## src/rtl/trail_stack.sv

```systemverilog
// Assignment trail for the DPLL core: push/pop/replace of decided and forced assignments,
// plus a one-entry-per-cycle backtrack unwind. Optional high-water mark under TRAIL_HWM_EN.
module trail_stack #(
  parameter int unsigned DEPTH    = 64,
  parameter int unsigned VAR_BITS = 6,
  parameter int unsigned LVL_BITS = $clog2(DEPTH + 1)
) (
  input  logic                clock,
  input  logic                reset_n,
  input  logic                push,
  input  logic                pop,
  input  logic                type_in,
  input  logic                val_in,
  input  logic [VAR_BITS-1:0] var_in,
  input  logic                bt_start,
`ifdef TRAIL_HWM_EN
  input  logic                hwm_clr,
  output logic [LVL_BITS-1:0] hwm,
`endif
  output logic                top_type,
  output logic                top_val,
  output logic [VAR_BITS-1:0] top_var,
  output logic                out_valid,
  output logic                out_type,
  output logic                out_val,
  output logic [VAR_BITS-1:0] out_var,
  output logic                bt_done,
  output logic                bt_unsat,
  output logic                busy,
  output logic                empty,
  output logic                full,
  output logic [LVL_BITS-1:0] count,
  output logic [LVL_BITS-1:0] level,
  output logic                overflow
);

  localparam int unsigned IdxBits = (DEPTH > 1) ? $clog2(DEPTH) : 1;
  localparam logic [LVL_BITS-1:0] CntOne = LVL_BITS'(1);
  localparam logic [LVL_BITS-1:0] CntMax = LVL_BITS'(DEPTH);

  typedef enum logic [0:0] {StIdle, StUnwind} state_e;

  state_e              state_q, state_d;
  logic [LVL_BITS-1:0] count_q, count_d;
  logic [LVL_BITS-1:0] level_q, level_d;
  logic                overflow_q, overflow_d;

  // Entry layout: {type, val, var}
  logic [VAR_BITS+1:0] mem_q [DEPTH];
  logic                wr_en;
  logic [IdxBits-1:0]  wr_idx;
  logic [VAR_BITS+1:0] wr_data;
  logic [IdxBits-1:0]  top_idx;
  logic [IdxBits-1:0]  push_idx;
  logic [VAR_BITS+1:0] top_entry;

  assign empty    = (count_q == '0);
  assign full     = (count_q == CntMax);
  assign busy     = (state_q == StUnwind);
  assign count    = count_q;
  assign level    = level_q;
  assign overflow = overflow_q;

  assign top_idx   = IdxBits'(count_q - CntOne);
  assign push_idx  = IdxBits'(count_q);
  assign top_entry = empty ? '0 : mem_q[top_idx];
  assign top_type  = top_entry[VAR_BITS+1];
  assign top_val   = top_entry[VAR_BITS];
  assign top_var   = top_entry[VAR_BITS-1:0];
  assign wr_data   = {type_in, val_in, var_in};

  always_comb begin
    state_d    = state_q;
    count_d    = count_q;
    level_d    = level_q;
    overflow_d = overflow_q;
    wr_en      = 1'b0;
    wr_idx     = push_idx;
    out_valid  = 1'b0;
    out_type   = 1'b0;
    out_val    = 1'b0;
    out_var    = '0;
    bt_done    = 1'b0;
    bt_unsat   = 1'b0;
    unique case (state_q)
      StIdle: begin
        if (bt_start) begin
          if (empty) begin
            bt_done  = 1'b1;
            bt_unsat = 1'b1;
          end else begin
            state_d = StUnwind;
          end
        end else if (push && pop && !empty) begin
          wr_en  = 1'b1;
          wr_idx = top_idx;
          // New decision over old forced raises level; the reverse lowers it; else unchanged.
          if (!type_in && top_type) begin
            level_d = level_q + CntOne;
          end else if (type_in && !top_type) begin
            level_d = level_q - CntOne;
          end
        end else if (push) begin
          if (full) begin
            overflow_d = 1'b1;
          end else begin
            wr_en   = 1'b1;
            count_d = count_q + CntOne;
            if (!type_in) begin
              level_d = level_q + CntOne;
            end
          end
        end else if (pop && !empty) begin
          count_d = count_q - CntOne;
          if (!top_type && (level_q != '0)) begin
            level_d = level_q - CntOne;
          end
        end
      end
      StUnwind: begin
        out_valid = 1'b1;
        out_type  = top_type;
        out_val   = top_val;
        out_var   = top_var;
        count_d   = count_q - CntOne;
        if (!top_type) begin
          if (level_q != '0) begin
            level_d = level_q - CntOne;
          end
          bt_done = 1'b1;
          state_d = StIdle;
        end else if (count_q == CntOne) begin
          bt_done  = 1'b1;
          bt_unsat = 1'b1;
          state_d  = StIdle;
        end
      end
      default: state_d = StIdle;
    endcase
  end

  always_ff @(posedge clock or negedge reset_n) begin
    if (!reset_n) begin
      state_q    <= StIdle;
      count_q    <= '0;
      level_q    <= '0;
      overflow_q <= 1'b0;
    end else begin
      state_q    <= state_d;
      count_q    <= count_d;
      level_q    <= level_d;
      overflow_q <= overflow_d;
    end
  end

  // Storage is deliberately not reset.
  always_ff @(posedge clock) begin
    if (wr_en) begin
      mem_q[wr_idx] <= wr_data;
    end
  end

`ifdef TRAIL_HWM_EN
  logic [LVL_BITS-1:0] hwm_q, hwm_d;

  always_comb begin
    hwm_d = hwm_q;
    if (hwm_clr) begin
      hwm_d = count_q;
    end else if (count_d > hwm_q) begin
      hwm_d = count_d;
    end
  end

  always_ff @(posedge clock or negedge reset_n) begin
    if (!reset_n) begin
      hwm_q <= '0;
    end else begin
      hwm_q <= hwm_d;
    end
  end

  assign hwm = hwm_q;
`endif

endmodule

```

## config.mk

```make
export PLATFORM = sky130hd
export DESIGN_NAME = trail_stack
export DESIGN_NICKNAME = d
export VERILOG_FILES = /design/src/rtl/trail_stack.sv
export SDC_FILE = /design/constraint.sdc
export NUM_CORES = 1
export LEC_CHECK = 0
export ABC_AREA = 1
export ABC_CLOCK_PERIOD_IN_PS = 3700
export BUFFER_PORTS_ARGS = -buffer_cell sky130_fd_sc_hd__buf_2
export CORE_ASPECT_RATIO = 0.6
export CORE_MARGIN = 1
export CORE_UTILIZATION = 50
export CTS_CLUSTER_SIZE = 8
export DETAILED_ROUTE_END_ITERATION = 12
export PLACE_DENSITY = 0.7
export SYNTH_ARGS = -nofsm -noshare
export SYNTH_HDL_FRONTEND = slang
export SYNTH_SLANG_ARGS = --single-unit
```

## constraint.sdc

```tcl
create_clock -name clock -period 3.7 [get_ports clock]
set_input_delay 0.37 -clock clock [delete_from_list [all_inputs] [get_ports clock]]
set_output_delay 0.37 -clock clock [all_outputs]
set_load 0.02 [all_outputs]
```

==> Word-level counts from Yosys, hierarchy flattened <==
Memory sizes are Yosys's and may differ from the RTL's.
Index checks and enable logic that the tools add are counted.
{ "totals": {"register_bits": 16, "ramBits": 512, "input_bits": 13, "output_inout_bits": 37, "wordCells": 84, "mem_count": 1} }
{ "memory_table": {"columns": ["name", "depth", "width", "rd", "rd_ports_with_merged_regs", "write_ports", "line", "source"], "rows": [
  ["mem_q", 64, 8, 1, 0, 1, "49", "logic [VAR_BITS+1:0] mem_q [DEPTH];"]
]} }
{ "classes": {"n_addsub": 4, "n_eq_ne": 13, "mux": 45, "n_bitwise": 3, "reduce_logical": 14} }
{ "ops": {"columns": ["operator", "n"], "rows": [
  ["2-to-1 mux 7 bit", 16],
  ["one-hot mux 7 bit (2 select lines)", 2],
  ["2-to-1 mux 6 bit", 4],
  ["inequality test 4 bit, second input constant", 5],
  ["2-to-1 mux 1 bit", 19],
  ["adder 7 x 1 -> 7 bit, second input constant", 2],
  ["subtractor 7 x 1 -> 7 bit, second input constant", 2],
  ["2-to-1 mux 8 bit", 1],
  ["AND reduction 8 bit", 1],
  ["== test 7 x 1 -> 1 bit, second input constant", 1],
  ["== test 7 bit, second input constant", 1],
  ["zero test 7 bit", 1],
  ["nonzero test 7 bit", 1],
  ["logical AND 1 bit", 6],
  ["inequality test 2 bit, second input constant", 3],
  ["inequality test 3 bit, second input constant", 2],
  ["one-hot mux 1 bit (2 select lines)", 3],
  ["AND reduction 5 bit", 1],
  ["AND reduction 4 bit", 1],
  ["zero test 1 bit", 3],
  ["NOT 1 bit", 3],
  ["inequality test 2 x 1 -> 1 bit, second input constant", 1]
]} }

==> Depth between registers and ports, before layout <==
Gate-level depths: netlist of the first run.
An unclocked memory read counts as a cell.
{ "logic_depth": {"ltp_word": 11, "mapped_depth": 21} }

==> Least setup slack after synthesis of the first run <==
Ideal clock, no wire load.
{ "synth_path": {"kind": "register to register", "from": "register count_q[0], in the netlist count[0]", "to": "memory mem_q[42][0] (netlist bit) (enable)", "setup_time_ns": 0.395, "t_arrival_ns": 3.693, "required_time_ns": 3.305, "slack_ns": -0.388, "stages_incl_launch_ff": 22, "path_buffers": 5, "synth_period_minus_slack_ns": 4.088, "path_cell_list": "dfrtp_1 buf_2 inv_2 buf_2 buf_6 clkbuf_1 ha_1 nand2_1 inv_1 nand2_2 inv_2 nor2_4 inv_2 nor2_4 nand2_2 buf_6 nand2_1 o21ai_2 inv_2 nor2_2 nand3_2 nor4_1"} }
{ "synth_via": {"elab_chain_cells": 8, "elab_cells_between_ends": 15, "classes_between": "add/sub (1); eq/ne (1); mux (10); reduce/logical (3)"} }
{ "synth_lines": {"columns": ["item", "line", "source"], "rows": [
  ["start: declaration", "44", "logic [LVL_BITS-1:0] count_q, count_d;"],
  ["start signal: assignment", "150", "count_q <= count_d;"],
  ["zero test 7 bit (*)", "57", "assign empty = (count_q == '0);"],
  ["via empty", "30", "output logic empty,"],
  ["zero test 1 bit (*)", "94", "end else if (push && pop && !empty) begin"],
  ["logical AND 1 bit (*)", "94", null],
  ["2-to-1 mux 1 bit", "94", null],
  ["2-to-1 mux 1 bit", "87", "if (bt_start) begin"],
  ["2-to-1 mux 1 bit", "85", "unique case (state_q)"],
  ["2-to-1 mux 1 bit", "158", "if (wr_en) begin"],
  ["2-to-1 mux 1 bit (implied by the code)", "159", "mem_q[wr_idx] <= wr_data;"],
  ["end: declaration", "49", null]
]} }
The timed path passes the listed nets; every way through them passes the cells marked *.

==> Worst setup path in the final report of the first run <==
{ "layout_path": {"from": "register count_q[0], in the netlist count[0]", "to": "output out_var[4]"} }
{ "layout_via": {"elab_chain_cells": 4, "elab_cells_between_ends": 5, "classes_between": "add/sub (1); mux (2); reduce/logical (1); memory (1)"} }
{ "layout_lines": {"columns": ["item", "line", "source"], "rows": [
  ["subtractor 7 x 1 -> 7 bit", null, null],
  ["memory read (64 x 8 bit)", null, null],
  ["2-to-1 mux 8 bit (*)", "66", "assign top_entry = empty ? '0 : mem_q[top_idx];"],
  ["2-to-1 mux 6 bit (*)", "85", null],
  ["end: declaration", "26", "output logic [VAR_BITS-1:0] out_var,"]
]} }
Mark *: on every way between the ends. The rest lies on a longest branch, timed or not.

==> qor.yml, run 1 <==
worst_setup_path:
  worstPathMaxFanout: 9
  worstReg2RegEnd: "mem_q[60][6]$_DFFE_PP_"
  r2r-start: "count[0]$_DFFE_PN0P_"
  crit_type: "flip-flop to primary output"
  r2r_slack_ns: 0.23
  cp.required_ns: 3.33
  cp-end-kind: "primary output"
  ff2ff_path_depth: 18
  worstSetupStartpointType: "flip-flop"
  cp.arrival_ns: 3.46
route:
  vias: 16000
  viasPerCell: 6.24
  firstDrtPassIters: 6
  drt_iter0_drc: 2664
  post_drt_wl_per_cell_microns: 25.4
  wirelength_mm: 65.1
  drc: 0
  ant_nets: 0
synthesis:
  synth_top_area_share_pct: 68.9
  syn_area_per_cell_sq_um: 12.3
  ys_seq_area_share_pct: 70.7
  synthTopCellsByArea: "edfxtp_1 69%, nand2_1 7.8%, a21oi_1 3.8%"
  synth_cells: 1813
  synth_nets: 1833
  yosys_register_bits: 528
  syn_area_sq_um: 22300
  ys.flop_type: "edfxtp_1"
  synth-edff-count: 512
  synthDistinctLibCells: 47
  synth_largest_area_cell: "edfxtp_1"
  yosys_warnings: 0
  ys_async_sr_fraction_pct: 3.03
sta:
  max-slew-margin-rel_pct: 27.6
  finClkSkew_ns: 0.0198
  fin_ws_ns: -0.134
  report.final.hold_viol_count: 0
  rsz0062_at_grt: "true"
  setup_violations: 3
  drv_slew: 0
  worst_slew_pin_slew_ns: 1.09
  fmax_mhz: 261
  fin_crit_sh_pct: 104
  finalCriticalPeriod_ns: 3.83
clocking:
  clkSlewWorstSetupHoldPaths_ns: 0.06
  cts_tree: "done"
  htreeDepth: 3
  cts_buffers: 75
  cts_max_path_buffers: 3
  cts-root-buf: "clkbuf_16"
  clkLatencyLatePin_ns: 0.60
  clock_sinks: 528
min_path:
  hold_end: "overflow$_DFFE_PN0P_"
  min_path_cells: 2
  hp-start: "bt_start"
  hp-class: "input pin to flip-flop"
die:
  coreArea_sq_um: 43600
  ioPinCount: 50
  dieArea_sq_um: 45500
  num_rows: 59
  initial_core_util_pct: 51.1
  die_width_microns: 275
  die_h_microns: 166
place:
  gp_congestion: 0.887
  place_inst: 2436
  dpl.hpwl_mm: 36.9
  portBuffers: 49
  place_area_sq_um: 23800
  pre_cts_ws_ns: 0.294
pwr:
  p_total_uw: 26600
  power_leakage_uw: 0.00955
  peakVddDrop_v: 0.00123
  power_density_nw_per_um2: 997
grt:
  grt_max_degree: 113
  grt_overflow: 0
  grt_pass1_vias: 15200
  grt_pass1_wl_mm: 94.7
  grt_use_total_pct: 28.0
  antenna_found_initial: 4
cells_and_area:
  num-fill-cells: 3228
  fin_util_pct: 61.2
  stdcell_area_sq_um: 26700
  syn2layout_area_growth_pct: 19.7
  final_cells: 2565
  nNetsFinal: 1986
  drive_gt1_share_pct: 18.2
  multi_input_area_sq_um: 6050
  seqCellArea_sq_um: 15800
job:
  drv_cap: 0
run_status:
  violations: "negative setup slack"
  status: "finished with violations"
power breakdown:
group          internal (uW)  switching (uW)  leakage, uW
Clock                   3770            2460      0.00102
Combinational           4670            8840      0.00374
Sequential              6730             156      0.00479
cells in the final DEF, fill, tap and decap left out, types with 3 or more instances in the layout:
master and instances:
edfxtp_1 512, nand2_1 463, a21oi_1 168, nand3_1 112, buf_4 108, clkbuf_16 83, nor2_1 75, o211ai_1 57
a32o_1 54, inv_1 43, buf_2 43, a22oi_1 41, nand3_2 21, o21ai_0 16, dfrtp_1 15, clkbuf_1 13
nor2_2 11, buf_12 11, xor2_1 10, inv_2 8, nand4_2 8, nor4_2 8, buf_16 8, a221o_1 7
a221oi_1 7, buf_6 6, ha_1 5, nor3_1 4, nand2_2 3, clkinv_16 3, o21ai_4 3, nor2_4 3
a22oi_2 3, o21ai_1 3, o21ai_2 3, buf_8 3
cell usage after synthesis (all sizes together), types with 10 or more instances:
cell type,n
nor2,89
xor2,12
nand3,134
edfxtp,512
o211ai,57
a21oi,171
o21ai,25
a22oi,44
nor4,10
nand2,467
nand4,10
buf,47
clkbuf,67
inv,55
dfrtp,16
a32o,56
area by class of cell:
class,count,area share [%]
repair buffers,187,6.59
diodes,2,0.0187
repair inverters,3,0.0797
multi-input cells,1114,22.7
clock buffers,91,7.49
inverters,57,0.993
clock inverters,4,0.361
flip-flops and latches,528,59.1
well taps,579,2.71
worst max path at each step:
stage / startpoint / cells past startpoint / to / slack (ns)
5_1_grt: count[0]$_DFFE_PN0P_ / 12 / out_var[4] / -0.15
2_1_floorplan: count[0]$_DFFE_PN0P_ / 18 / mem_q[40][0]$_DFFE_PP_ / 0.00001
3_5_place_dp: count[0]$_DFFE_PN0P_ / 13 / out_var[4] / 0.29
3_3_place_gp: count[0]$_DFFE_PN0P_ / 13 / out_var[4] / 0.35
6_report: count[0]$_DFFE_PN0P_ / 12 / out_var[4] / -0.13
4_1_cts: count[0]$_DFFE_PN0P_ / 11 / out_var[1] / 0.0004
registers in the layout, indices dropped and copies added, names as in the netlist:
signal,flops
busy,1
count,7
level,7
mem_q,512
overflow,1
kinds of logic after synthesis:
family	count (synthesis)	share of synthesized area, %
fa+ha+maj	7	0.393
simple gates	716	13.5
compound gates	378	11.5
xor+xnor	13	0.628
flops	528	70.7
buf+inv	171	3.24
critical path: stages (launching register included):
cell and delay, ns:
dfrtp_4 0.45, clkinv_8 0.08, ha_4 0.37, clkinv_16 0.12
buf_16 0.16, buf_4 0.18, a32o_1 0.31, o211ai_1 0.30
nand3_2 0.24, nand3_1 0.22, nand3_2 0.16, nor2_4 0.14
buf_6 0.14
what timing repair did:
| item | 4_1_cts | 5_1_grt |
|---|---|---|
| setup endpoints to repair | 18 | 23 |
| cloned | 6 | 6 |
| endpoints found under the hold margin | 16 | 0 |
| buffers inserted | 3 | 17 |
| hold buffers | 1 | 0 |
| pin swaps | 7 | 17 |
| resized for setup | 19 | 56 |
per-layer routing:
| metal | routed length (microns) | up-vias | track usage [%] |
|---|---|---|---|
| met5 | 0 | - | 0 |
| met4 | 1670 | 0 | 9.20 |
| met3 | 10000 | 150 | 10.2 |
| met2 | 26700 | 1169 | 36.4 |
| met1 | 26800 | 7708 | 43.1 |
| li1 | - | 6986 | - |
through the flow:
stage | hold slack (ns) | setup TNS [ns]
finish | 0.0227 | -0.212
global route | 0.0217 | -0.805
CTS | 0.0113 | 0
detailed placement | 0.326 | 0
global placement | 0.319 | 0
floorplan | 0.0744 | 0
Note: power is estimated with default switching activity, not from simulation.
==> inputs of run 2 (changes only) <==
ABC_CLOCK_PERIOD_IN_PS = 4000   (was 3700)
PLACE_DENSITY = 0.67   (was 0.7)
clock period = 4 ns   (was 3.7 ns; I/O delays follow)
==> run 2 against run 1 <==
Effect of this change:
- the run now ends clean
- non-clock buffer count decreased by 52
- final cell count down 2.4%
- core utilization is 2.2 points lower
- sequential cell count unchanged
- critical path depth stayed put
- via count is 2.8% lower
- clock skew is 0.0016 ns higher
- hold slack improved by 0.045 ns
- sequential share of layout area grew 2.2 points
- highest routed layer unchanged
==> qor.yml, run 2 (synthesis results as in run 1) <==
cells_and_area:
  syn2layout_area_growth_pct: 15.4  # was 19.7%
  num-fill-cells: 3391  # was 3228
  mostFrequentLayoutCells: "512 x edfxtp_1, 465 x nand2_1, 171 x a21oi_1"  # was 512 x edfxtp_1, 463 x nand2_1, 168 x a21oi_1
  layout_commonest_cell: "edfxtp_1"  # unchanged
  drive_gt1_share_pct: 14.1  # was 18.2%
  antenna_cells: 0  # was 2
  final_cells: 2504  # was 2565
  fin_util_pct: 59.0  # was 61.2%
  largest_reg_flops: 512  # unchanged
  top_register: "mem_q"  # unchanged
  multi_input_area_sq_um: 5880  # was 6050 sq um
  nNetsFinal: 1931  # was 1986
  seqCellArea_sq_um: 15800  # unchanged
grt:
  grt_use_total_pct: 27.1  # was 28.0%
  grt_max_degree: 139  # was 113
  antenna_found_initial: 0  # was 4
  grt_pass1_wl_mm: 91.5  # was 94.7 mm
  grt_pass1_vias: 14500  # was 15200
  grt_overflow: 0  # unchanged
clocking:
  cts-root-buf: "clkbuf_16"  # unchanged
  cts_max_path_buffers: 3  # unchanged
  cts_tree: "done"  # unchanged
  clock_sinks: 528  # unchanged
  cts_buffers: 75  # unchanged
  htreeDepth: 3  # unchanged
  clkSlewWorstSetupHoldPaths_ns: 0.05  # was 0.06 ns
  cts_setup_buffers: 0  # was 3
  clkLatencyLatePin_ns: 0.58  # was 0.60 ns
die:
  initial_core_util_pct: 51.1  # unchanged
  die_width_microns: 275  # unchanged
  coreArea_sq_um: 43600  # unchanged
  ioPinCount: 50  # unchanged
  die_h_microns: 166  # unchanged
  dieArea_sq_um: 45500  # unchanged
  num_rows: 59  # unchanged
pwr:
  p_sw_uw: 9760  # was 11500 uW
  power_leakage_uw: 0.00909  # was 0.00955 uW
  swShare_pct: 42.9  # was 43.0%
  pwr-share-seq_pct: 28.0  # was 25.9%
  power_frac_comb_pct: 47.3  # was 50.7%
  power_density_nw_per_um2: 883  # was 997 nW/um^2
  p_int_uw: 13000  # was 15200 uW
  p_clk_share_pct: 24.7  # was 23.4%
  peakVddDrop_v: 0.00111  # was 0.00123 V
sta:
  report.final.hold_viol_count: 0  # unchanged
  finalCriticalPeriod_ns: 3.95
  rsz0062_at_grt: "true"  # unchanged
  worst_slew_pin_slew_ns: 1.19  # was 1.09 ns
  max-slew-margin-rel_pct: 21.0  # was 27.6%
  fin_crit_sh_pct: 98.9
  finClkSkew_ns: 0.0214  # was 0.0198 ns
  fmax_mhz: 253
  setup_violations: 0  # was 3
  finalSetupTns_ns: 0  # was -0.212 ns
  drv_slew: 0  # unchanged
place:
  gp_congestion: 0.916  # was 0.887
  place_inst: 2409  # was 2436
  dpl.hpwl_mm: 36.5  # was 36.9 mm
  portBuffers: 49  # unchanged
min_path:
  hp-class: "input pin to flip-flop"  # unchanged
run_status:
  status: "complete, no violations"  # was finished with violations
route:
  drt_iter0_drc: 2220  # was 2664
  post_drt_wl_per_cell_microns: 24.4  # was 25.4 microns
  ant_nets: 0  # unchanged
  drc: 0  # unchanged
  firstDrtPassIters: 5  # was 6
  vias: 15600  # was 16000
  wirelength_mm: 61.2  # was 65.1 mm
  viasPerCell: 6.22  # was 6.24
job:
  drv_cap: 0  # unchanged
worst_setup_path:
  critical_path_buf_inv_count: 4  # was 5
  crit_type: "flip-flop to primary output"  # unchanged
  worstSetupStartpointType: "flip-flop"  # unchanged
  worstPathMaxFanout: 29  # was 9
  cp-end-kind: "primary output"  # unchanged
  critical-path-top-delay-family: "buffers and inverters"  # was simple AND/OR/NAND/NOR gates
  crit_top_cell: "nand3_1"  # was nand3_2
  slowest_delay_ns: 0.54  # was 0.45 ns
  crit_slowest_cell: "dfrtp_4"  # unchanged
  cp.required_ns: 3.60  # was 3.33 ns
  cp_cell_sequence: "inv_8, ha_4, inv_16, buf_4, a21oi_1, a221o_1, o211ai_1, nand3_1, nand3_1, nand3_2, nor2_1, buf_2"  # was clkinv_8, ha_4, clkinv_16, buf_16, buf_4, a32o_1, o211ai_1, nand3_2, nand3_1, nand3_2, nor2_4, buf_6
  cp.arrival_ns: 3.55  # was 3.46 ns
## run 2: cell type report
cell class                 instances  area share, %
sequential                       528           61.3
multi-input combinational       1114           22.8
clock buffer                      90           7.76
timing repair buffer             135           4.24
tap                              579           2.82
inverter                          57          0.963
clock inverter                     1         0.0632
## run 2: power groups by stage
stage	sequential, uW	clock, uW	combinational [uW]
after global routing	6380	5880	11500
final	6370	5610	10700
after detailed placement	6470	0	10000
after floorplan	6500	0	6460
after global placement	6460	0	9930
after CTS	6370	5670	10300
## run 2: metrics by stage
stage / power, uW / area (sq um) / setup slack, ns / hold WS, ns
floorplan: 13000 / 22300 / -0.0880 / 0.104
global placement: 16400 / 23500 / 0.263 / 0.358
detailed placement: 16500 / 23500 / 0.203 / 0.366
CTS: 22300 / 25600 / 0.00316 / 0.0537
global route: 23700 / 25700 / -0.0725 / 0.0501
finish: 22700 / 25700 / 0.0459 / 0.0674
## run 2: layer usage
layer,vias up,wire length [microns],GRT usage [%]
li1,6868,-,-
met1,7592,27400,43.3
met2,1003,24700,35.5
met3,100,8010,8.42
met4,0,1110,6.59
met5,-,0,0
## run 2: path summary, 6_finish.rpt
path / startpoint / to / slack (ns) / cells past startpoint
worst max-delay path: count[0]$_DFFE_PN0P_ / out_var[2] / 0.05 / 12
worst max register to register: count[0]$_DFFE_PN0P_ / mem_q[56][7]$_DFFE_PP_ / 0.14 / 14
worst min register to register: overflow$_DFFE_PN0P_ / overflow$_DFFE_PN0P_ / 0.49 / 1
max in group asynchronous: reset_n / count[0]$_DFFE_PN0P_ / 3.34 / 2
worst min-delay path: bt_start / overflow$_DFFE_PN0P_ / 0.07 / 2
min in group asynchronous: reset_n / level[4]$_DFFE_PN0P_ / 0.31 / 2
## run 2: timing repair
| action | in CTS | in global routing |
|---|---|---|
| pin swaps | 0 | 2 |
| cloned | 1 | 2 |
| gates resized for setup | 9 | 22 |
| hold buffers | 1 | 0 |
| hold endpoints to repair | 16 | 0 |
| setup endpoints to repair | 14 | 41 |
